--- src/rtl/xh_touch_key.sv ---
// xh_touch_key: turns touch-panel coordinate reports into debounced button events for the
// seven on-screen buttons (1280x720 screen space), with auto-repeat on the +/- buttons.
//
// Ports:
//   pix_clk      system clock
//   rstn         asynchronous active-low reset
//   touch_valid  one-cycle strobe, a new touch report is present
//   touch_down   finger present in this report
//   touch_x/y    report coordinates
//   key_pulse    one-cycle press / auto-repeat event
//   key_code     button ID of the last event, held until reset
//   key_rep      high with key_pulse when the event is an auto-repeat
//   key_release  one-cycle pulse when the held button is released
//   hold_id      button currently held, 0 if none
//
// All event outputs are registered: they appear the cycle after the FSM decides on them.
module xh_touch_key #(
    parameter int unsigned X_BITS         = 13,
    parameter int unsigned Y_BITS         = 13,
    parameter int unsigned DEB_CYCLES     = 1485000,
    parameter int unsigned REPEAT_DELAY   = 37125000,
    parameter int unsigned REPEAT_PERIOD  = 7425000,
    parameter int unsigned TIMEOUT_CYCLES = 7425000,
    parameter int unsigned CNT_BITS       = 26
) (
    input  logic              pix_clk,
    input  logic              rstn,
    input  logic              touch_valid,
    input  logic              touch_down,
    input  logic [X_BITS-1:0] touch_x,
    input  logic [Y_BITS-1:0] touch_y,
    output logic              key_pulse,
    output logic [2:0]        key_code,
    output logic              key_rep,
    output logic              key_release,
    output logic [2:0]        hold_id
);

    localparam logic [CNT_BITS-1:0] DebLast   = CNT_BITS'(DEB_CYCLES - 1);
    localparam logic [CNT_BITS-1:0] DelayLast = CNT_BITS'(REPEAT_DELAY - 1);
    localparam logic [CNT_BITS-1:0] PerLast   = CNT_BITS'(REPEAT_PERIOD - 1);
    localparam logic [CNT_BITS-1:0] ToLast    = CNT_BITS'(TIMEOUT_CYCLES - 1);
    localparam logic [CNT_BITS-1:0] CntOne    = CNT_BITS'(1);

    // Comparison widths: at least 32 bits so rectangle bounds never truncate.
    localparam int unsigned XW = (X_BITS > 32) ? X_BITS : 32;
    localparam int unsigned YW = (Y_BITS > 32) ? Y_BITS : 32;

    typedef enum logic [1:0] {StIdle, StDebounce, StPressed, StRelease} state_e;

    // ------------------------------------------------------------------ input stage
    logic              smp_q;
    logic              down_q;
    logic [X_BITS-1:0] x_q;
    logic [Y_BITS-1:0] y_q;

    always_ff @(posedge pix_clk or negedge rstn) begin
        if (!rstn) begin
            smp_q  <= 1'b0;
            down_q <= 1'b0;
            x_q    <= '0;
            y_q    <= '0;
        end else begin
            smp_q <= touch_valid;
            if (touch_valid) begin
                down_q <= touch_down;
                x_q    <= touch_x;
                y_q    <= touch_y;
            end
        end
    end

    // ------------------------------------------------------------------ hit-test
    logic [XW-1:0] xw;
    logic [YW-1:0] yw;
    logic [2:0]    hit;

    assign xw = XW'(x_q);
    assign yw = YW'(y_q);

    function automatic logic in_box(input logic [XW-1:0] x, input logic [YW-1:0] y,
                                    input int unsigned x0, input int unsigned x1,
                                    input int unsigned y0, input int unsigned y1);
        return (x >= XW'(x0)) && (x <= XW'(x1)) && (y >= YW'(y0)) && (y <= YW'(y1));
    endfunction

    always_comb begin
        hit = 3'd0;
        if (down_q) begin
            if      (in_box(xw, yw,  16,  240, 244, 356)) hit = 3'd1;
            else if (in_box(xw, yw, 272,  496, 244, 356)) hit = 3'd2;
            else if (in_box(xw, yw, 272,  496, 444, 556)) hit = 3'd3;
            else if (in_box(xw, yw, 780, 1004,  44, 156)) hit = 3'd4;
            else if (in_box(xw, yw, 528,  752, 244, 356)) hit = 3'd5;
            else if (in_box(xw, yw, 528,  752, 444, 556)) hit = 3'd6;
            else if (in_box(xw, yw,  16,  240, 444, 556)) hit = 3'd7;
        end
    end

    // ------------------------------------------------------------------ FSM
    state_e              state_q, state_d;
    logic [CNT_BITS-1:0] timer_q, timer_d;
    logic [CNT_BITS-1:0] gap_q, gap_d;
    logic [2:0]          cand_q, cand_d;
    logic [2:0]          code_q, code_d;
    logic [2:0]          hold_q, hold_d;
    logic                rep_on_q, rep_on_d;   // first repeat already issued
    logic                pulse_q, pulse_d;
    logic                rep_q, rep_d;
    logic                rel_q, rel_d;

    logic match, mismatch, is_rep_key;

    assign match      = smp_q && (hit == cand_q);
    assign mismatch   = smp_q && (hit != cand_q);
    assign is_rep_key = (cand_q == 3'd5) || (cand_q == 3'd6);

    always_comb begin
        state_d  = state_q;
        timer_d  = timer_q;
        gap_d    = gap_q;
        cand_d   = cand_q;
        code_d   = code_q;
        hold_d   = hold_q;
        rep_on_d = rep_on_q;
        pulse_d  = 1'b0;
        rep_d    = 1'b0;
        rel_d    = 1'b0;

        unique case (state_q)
            StIdle: begin
                if (smp_q && (hit != 3'd0)) begin
                    state_d = StDebounce;
                    cand_d  = hit;
                    timer_d = '0;
                end
            end
            StDebounce: begin
                timer_d = timer_q + CntOne;
                if (mismatch) begin
                    state_d = StIdle;
                end else if (timer_q == DebLast) begin
                    // Debounce completion outranks the report-gap timeout.
                    state_d  = StPressed;
                    timer_d  = '0;
                    gap_d    = '0;
                    rep_on_d = 1'b0;
                    pulse_d  = 1'b1;
                    code_d   = cand_q;
                    hold_d   = cand_q;
                end else if (!smp_q && (timer_q == ToLast)) begin
                    state_d = StIdle;
                end
            end
            StPressed: begin
                timer_d = timer_q + CntOne;
                gap_d   = match ? '0 : gap_q + CntOne;
                // A release in the same cycle as a due repeat suppresses the repeat.
                if (mismatch || (!smp_q && (gap_q == ToLast))) begin
                    state_d = StRelease;
                    timer_d = '0;
                end else if (is_rep_key && (timer_q == (rep_on_q ? PerLast : DelayLast))) begin
                    pulse_d  = 1'b1;
                    rep_d    = 1'b1;
                    code_d   = cand_q;
                    timer_d  = '0;
                    rep_on_d = 1'b1;
                end
            end
            StRelease: begin
                timer_d = timer_q + CntOne;
                if (match) begin
                    // Bounce back: silent return, repeat schedule starts over.
                    state_d  = StPressed;
                    timer_d  = '0;
                    gap_d    = '0;
                    rep_on_d = 1'b0;
                end else if (timer_q == DebLast) begin
                    state_d = StIdle;
                    rel_d   = 1'b1;
                    hold_d  = 3'd0;
                end
            end
            default: state_d = StIdle;
        endcase
    end

    always_ff @(posedge pix_clk or negedge rstn) begin
        if (!rstn) begin
            state_q  <= StIdle;
            timer_q  <= '0;
            gap_q    <= '0;
            cand_q   <= 3'd0;
            code_q   <= 3'd0;
            hold_q   <= 3'd0;
            rep_on_q <= 1'b0;
            pulse_q  <= 1'b0;
            rep_q    <= 1'b0;
            rel_q    <= 1'b0;
        end else begin
            state_q  <= state_d;
            timer_q  <= timer_d;
            gap_q    <= gap_d;
            cand_q   <= cand_d;
            code_q   <= code_d;
            hold_q   <= hold_d;
            rep_on_q <= rep_on_d;
            pulse_q  <= pulse_d;
            rep_q    <= rep_d;
            rel_q    <= rel_d;
        end
    end

    assign key_pulse   = pulse_q;
    assign key_code    = code_q;
    assign key_rep     = rep_q;
    assign key_release = rel_q;
    assign hold_id     = hold_q;

endmodule

--- config.mk ---
export PLATFORM = sky130hd
export DESIGN_NAME = xh_touch_key
export DESIGN_NICKNAME = d
export VERILOG_FILES = /design/src/rtl/xh_touch_key.sv
export SDC_FILE = /design/constraint.sdc
export NUM_CORES = 1
export LEC_CHECK = 0
export ABC_AREA = 1
export BUFFER_PORTS_ARGS = -buffer_cell sky130_fd_sc_hd__buf_2
export CAP_MARGIN = 20
export CORE_MARGIN = 2
export CORE_UTILIZATION = 35
export DETAILED_ROUTE_END_ITERATION = 7
export SKIP_LAST_GASP = 1
export SYNTH_ARGS = -nofsm -noshare
export SYNTH_HDL_FRONTEND = slang
export SYNTH_SLANG_ARGS = --single-unit
--- constraint.sdc ---
create_clock -name pix_clk -period 2.5 [get_ports pix_clk]
set_input_delay 0.5 -clock pix_clk [delete_from_list [all_inputs] [get_ports pix_clk]]
set_output_delay 0.5 -clock pix_clk [all_outputs]
set_load 0.02 [all_outputs]
==> results_dict.tcl, run 1 <==
set metrics [dict create \
    fin_crit_sh_pct 99.2 \
    tns_ps 0 \
    final_util_pct 44.2 \
    syn_inst 887 \
    clkSinkCount 95 \
    synth.area.top_cells "dfrtp_1 38%, nand2_1 15%, inv_1 6.6%" \
    dieHeight_um 138 \
    synth_top_area_share_pct 37.9 \
    clock_path_buffers 2 \
    grtUsageMet1_pct 23.8 \
    worst_slack_ps 19.6 \
    drc 0 \
    die_w_um 138 \
    critical-path-max-stage-delay_ps 430 \
    die_area_mm2 0.0190 \
    syn_area_per_cell_um2 7.08 \
    grt.busiest_layer "met2" \
    wl_per_cell_um 13.2 \
    synthAdderAreaFrac_pct 1.39 \
    synth_nets 924 \
    period_minus_slack_ps 2480 \
    cp-start-kind "flip-flop" \
    yosysWarnings 0 \
    max_slew_margin_pct 63.2 \
    synth_edf_count 0 \
    dpl.hpwl_mm 11.1 \
    first_iter_violations 463 \
    critPathSlowestCell "dfrtp_1" \
    ys_seq_elements 95 \
    path_common_cell "nand2_1" \
    crit_fanout 5 \
    setup_viol 0 \
    core_mm2 0.0174 \
    vias 5906 \
    htreeDepth 3 \
    maxCapViolCount 0 \
    grt_max_degree 36 \
    mostFrequentLayoutCells "241 x nand2_1, 103 x inv_1, 94 x dfrtp_1" \
    root_buffer "clkbuf_16" \
    fillers 1789 \
    first_global_vias 5234 \
    leakagePower_nw 3.62 \
    drive_above_1_share_pct 21.3 \
    numPortBuffers 38 \
    synth-seq-area-share_pct 37.9 \
    peakVddDrop_uv 315 \
    grt-ovfl-total 0 \
    synth_top_family_by_area "simple AND/OR/NAND/NOR gates" \
    total_power_mw 4.56 \
    critPathCaptureType "flip-flop" \
    netlist_area_mm2 0.00628 \
    skew_ps 7.94 \
    cts_buffers 9 \
    initial_core_util_pct 36.1 \
    grt_usage_pct 16.9 \
    synth_compound_area_share_pct 6.22 \
    ys_types 38 \
    crit_required_ps 2740 \
    dp_worst_setup_slack_ps 70.4 \
    hold_class "input pin to asynchronous set/reset pin" \
    cts_tree "built" \
    grt_pass1_wl_mm 25.4 \
    fmax_mhz 403 \
    synthSimpleGateAreaFrac_pct 39.4 \
    synthToLayoutAreaGrowth_pct 22.5 \
    ant_nets 0 \
    synth_largest_area_cell "dfrtp_1" \
    hold_viol 0 \
    crit_type "flip-flop to flip-flop" \
    grtUsageMet2_pct 25.4 \
    rsz0062_at_grt "yes" \
    met3_usage_pct 2.78 \
    rows 48 \
    synth-xor-area-share_pct 5.02 \
    nets 996 \
    powerDensity_mw_per_mm2 593 \
    clock_latency_ps 350 \
    crit_chain "inv_2 > nand3_2 > nor2_4 > nand2_2 > nand2_1 > nand2_1 > nand2_1 > nand2_2 > nand3_4 > nand2_4 > nand2_2 > nand2_2 > nor2_4 > nand3_4 > nand2_4 > buf_4 > nand3_4 > clkbuf_16 > nand2_1 > nand2_1" \
    layout_commonest_cell "nand2_1" \
    tightest_slew_ps 548 \
    drv_slew 0 \
    antenna_found_initial 0 \
    wl_mm 15.7 \
    outcome "finished clean" \
    regArea_mm2 0.00238 \
    gp_congestion 0.911 \
    multi_input_area_mm2 0.00353 \
    vias_per_cell 4.97 \
    synthArstFlopShare_pct 100 \
    antenna_cells 0 \
    firstDrtPassIters 6 \
    critPathArrivalTime_ps 2720 \
    synthMuxAreaShare_pct 0.897 \
    ios 39 \
    ys.flop_type "dfrtp_1" \
    clk_pin_slew_worst_paths_ps 70 \
]
[state kept, by name, summed over array words and instances, names as in the netlist]
| register | count |
|---|---|
| y_q | 13 |
| cand_q | 3 |
| key_code | 3 |
| key_pulse | 1 |
| state_q | 2 |
| smp_q | 1 |
| hold_id | 3 |
| timer_q | 26 |
| x_q | 13 |
| gap_q | 26 |
| key_rep | 1 |
| down_q | 1 |
| key_release | 1 |
| rep_on_q | 1 |
[routing by layer]
| layer | vias up | routed length [um] |
|---|---|---|
| met3 | 34 | 695 |
| met2 | 153 | 6950 |
| met1 | 2708 | 7640 |
| met4 | 0 | 422 |
| met5 | - | 0 |
| li1 | 3011 | - |
[path summary, 6_finish.rpt]
check / start / endpoint / slack, ps / cells after the start
min in group pix_clk: touch_x[4] / x_q[4] / 350 / 3
setup / recovery: y_q[8] / gap_q[10] / 20 / 20
max in group asynchronous: rstn / gap_q[4] / 1850 / 2
setup reg to reg: y_q[8] / gap_q[10] / 20 / 20
hold / removal: rstn / timer_q[13] / 100 / 1
hold reg to reg: key_code[2] / key_code[2] / 480 / 2
[layout make-up]
| cell class | count | area share (%) |
|---|---|---|
| repair buffers | 82 | 9.43 |
| well taps | 225 | 3.66 |
| clock buffers | 11 | 3.15 |
| flip-flops and latches | 95 | 30.9 |
| clock inverters | 5 | 1.06 |
| multi-input cells | 651 | 45.9 |
| inverters | 120 | 5.90 |
[through the flow]
stage	hold slack, ps	std cells	instance area (um^2)
after CTS	106	1166	7200
after global placement	457	1150	6880
final	95.7	1189	7690
after global routing	130	1189	7690
after floorplan	204	887	6280
after detailed placement	463	1150	6880
[critical path, delay by kind of cell (launching register included)]
kind          cells  cell delay (ps)
buf+inv           3              440
flops             1              430
simple gates     17             1480
[synth_stat cells, drive strengths merged, types with 2 or more instances]
master,number
nand2,269
inv,118
dfrtp,95
nor2,86
nand3,82
o21ai,55
nor3,47
xor2,34
nand4,32
nor4,16
buf,11
clkbuf,11
a21oi,8
ha,7
mux2,5
clkinv,2
nand3b,2
xnor2,2
[power by group]
part           internal, mW  switching [mW]
combinational         0.573           0.812
sequential             1.60          0.0604
clock                 0.905           0.614
[logic make-up after synthesis]
kind of cell,Yosys count
compound gates,67
xor+xnor,36
fa+ha+maj,7
buf+inv,142
flops,95
mux,5
simple gates,535
[timing repair]
| item | CTS | global route |
|---|---|---|
| hold buffers | 0 | 0 |
| gates resized for setup | 0 | 64 |
| setup endpoints to repair | 0 | 62 |
| buffers inserted | 0 | 17 |
(Power assumes the default switching activity.)
==> run 2, diff against run 1 <==
ABC_AREA = default   (was 1)
REMOVE_ABC_BUFFERS = 1   (was default)
==> run 2 against run 1 <==
The run now ends with setup timing left. Largest power group unchanged. Register-to-register slack worse by 840 ps. Combinational power grew 11%. First-iteration DRC count fell by 42%. Utilization grew 8.4 points. Worst setup slack worse by 840 ps. Synthesized cell count decreased by 39%. Die area down 16%. Sequential share of layout area grew 0.10 points. Clock skew increased by 1.3 ps.
==> results_dict.tcl, run 2 <==
set metrics [dict create \
    outcome "finished with violations" \
    violations "setup timing" \
    powerDensity_mw_per_mm2 597 \
    nets 741 \
    r2r_slack_ps -820 \
    cts_buffers 9 \
    synthMuxAreaShare_pct 6.83 \
    peakVddDrop_uv 459 \
    synth.area.top_cells "dfrtp_1 45%, mux2_2 6.4%, nor3_1 3.3%" \
    top_regs "gap_q: 26 flops, timer_q: 26 flops" \
    clock_latency_ps 360 \
    hold_viol 0 \
    die_area_mm2 0.0160 \
    grt-ovfl-total 0 \
    grt_pass1_wl_mm 23.4 \
    hold_class "input pin to asynchronous set/reset pin" \
    place_area_mm2 0.00635 \
    crit_type "flip-flop to flip-flop" \
    clockPowerShare_pct 29.5 \
    clock_path_buffers 2 \
    skew_ps 9.23 \
    critPathArrivalTime_ps 3590 \
    switchingPower_mw 1.58 \
    vias 4907 \
    fin_crit_sh_pct 133 \
    ys_seq_elements 95 \
    yosysMostFrequentCell "dfrtp_1" \
    dpl.hpwl_mm 9.02 \
    maxCapViolCount 0 \
    crit_required_ps 2770 \
    die_w_um 126 \
    htreeDepth 3 \
    wl_mm 14.5 \
    synthArstFlopShare_pct 100 \
    antenna_found_initial 0 \
    clkSinkCount 95 \
    firstDrtPassIters 5 \
    synthToLayoutAreaGrowth_pct 46.2 \
    rr_startpoint "x_q[9]" \
    rows 44 \
    p_int_mw 3.00 \
    first_global_vias 4924 \
    yosysWarnings 0 \
    grt_usage_pct 17.7 \
    total_power_mw 4.58 \
    layout_commonest_cell "buf_4" \
    p_seq_share_pct 36.8 \
    synth_top_family_by_area "simple AND/OR/NAND/NOR gates" \
    ios 39 \
    wl_per_cell_um 16.2 \
    setup_viol 64 \
    first_iter_violations 267 \
    synth_largest_area_cell "dfrtp_1" \
    critPathCaptureType "flip-flop" \
    mostFrequentLayoutCells "111 x buf_4, 95 x dfrtp_1, 41 x nand2_1" \
    p_sw_share_pct 34.5 \
    reg2reg_depth 12 \
    leakagePower_nw 3.34 \
    cp-start-kind "flip-flop" \
    r2r-end "gap_q[4]" \
    max_slew_margin_pct 58.2 \
    vias_per_cell 5.49 \
    cts_tree "built" \
    design_area_mm2 0.00766 \
    crit_fanout 3 \
    tns_ps -47730 \
    syn_inst 542 \
    dp_worst_setup_slack_ps -882 \
    synth_compound_area_share_pct 16.0 \
    ant_nets 0 \
    cp-startpoint "x_q[9]" \
    power_frac_comb_pct 33.6 \
    dieHeight_um 126 \
    worst_slack_ps -820 \
    final_cells 893 \
    synthAdderAreaFrac_pct 1.67 \
    ys_types 62 \
    numPortBuffers 38 \
    netlist_area_mm2 0.00524 \
    dp.cells 840 \
    initial_core_util_pct 35.9 \
    synth-xor-area-share_pct 3.84 \
    rsz0062_at_grt "yes" \
    syn_area_per_cell_um2 9.67 \
    synthSimpleGateAreaFrac_pct 23.0 \
    root_buffer "clkbuf_16" \
    drc 0 \
    cts_hold_buf 0 \
    ys.flop_type "dfrtp_1" \
    synth_edf_count 0 \
    gp_congestion 0.916 \
    synth-seq-area-share_pct 45.3 \
    grt_max_degree 43 \
    period_minus_slack_ps 3320 \
    synth_top_area_share_pct 45.3 \
    core_mm2 0.0146 \
    clk_pin_slew_worst_paths_ps 70 \
    synthTopCellsByCount "95 x dfrtp_1, 42 x nand2_1, 38 x nor2_1" \
    drv_slew 0 \
    antenna_cells 0 \
    tightest_slew_ps 627 \
    fmax_mhz 301 \
    drive_above_1_share_pct 43.7 \
]
-- run 2: changes by cell type after synthesis, moves of 12 or more --
cell | before | now
o31ai_1 | 1 | 18
inv_1 | 110 | 17
nand2_1 | 255 | 42
nand2_2 | 12 | 0
nand3_1 | 74 | 21
xor2_1 | 34 | 6
nor3_1 | 47 | 35
and3_1 | 0 | 21
mux2_2 | 5 | 30
nand4_1 | 32 | 12
xnor2_1 | 2 | 17
nor2_1 | 78 | 38
-- run 2: stage by stage --
stage                     utilization [%]  hold WS, ps
final                                52.5         82.9
after global routing                 52.5          113
after CTS                            48.9          107
after detailed placement             43.5          458
after global placement               43.5          457
after floorplan                         -          204
-- run 2: layout make-up --
| type | instances | area [um^2] |
|---|---|---|
| Inverter | 17 | 63.8 |
| Timing Repair Buffer | 174 | 1440 |
| Sequential cell | 95 | 2380 |
| Tap cell | 184 | 230 |
| Multi-Input combinational cell | 407 | 3280 |
| Fill cell | 1248 | 6920 |
| Clock buffer | 10 | 229 |
| Clock inverter | 6 | 52.6 |
-- run 2: worst max-delay path by stage --
stage / to / cells past startpoint
after CTS: gap_q[19] / 15
final: gap_q[4] / 12
after detailed placement: key_code[1] / 11
after global placement: key_pulse / 11
after global routing: timer_q[6] / 15
after floorplan: timer_q[15] / 10
-- run 2: what timing repair did --
action,4_1_cts,5_1_grt
pin swaps,36,45
buffers inserted,24,10
cloned,3,5
endpoints found under the setup margin,67,67
resized for setup,78,86
endpoints found under the hold margin,0,0
-- run 2: per-layer routing --
| metal | vias to the layer above | global-route usage [%] | share of wire, % |
|---|---|---|---|
| met5 | - | 0 | 0 |
| met1 | 2409 | 23.3 | 44 |
| li1 | 2337 | - | - |
| met2 | 132 | 28.5 | 49 |
| met4 | 0 | 5.88 | 2.3 |
| met3 | 29 | 4.51 | 4.7 |
-- run 2: logic make-up after synthesis --
kind of cell | after synthesis
mux | 32
buf+inv | 40
xor+xnor | 23
flops | 95
fa+ha+maj | 7
compound gates | 120
simple gates | 225
-- run 2: power groups by stage --
stage               clock (mW)  sequential [mW]  combinational [mW]
floorplan                    0             1.71               0.510
global placement             0             1.71                1.00
detailed placement           0             1.71                1.01
CTS                       1.36             1.68                1.15
global route              1.44             1.70                1.65
finish                    1.35             1.69                1.54
-- run 2: worst max-delay path, stage by stage, from the launching register on --
cell and delay [ps]:
dfrtp_1 380, or3b_4 420, a2111oi_4 370, buf_4 190, nor3_4 40, a21oi_2 140
buf_4 130, nor3_2 50, or4_4 520, nor3_4 240, o21ai_2 140, or4_1 510
o211ai_1 90
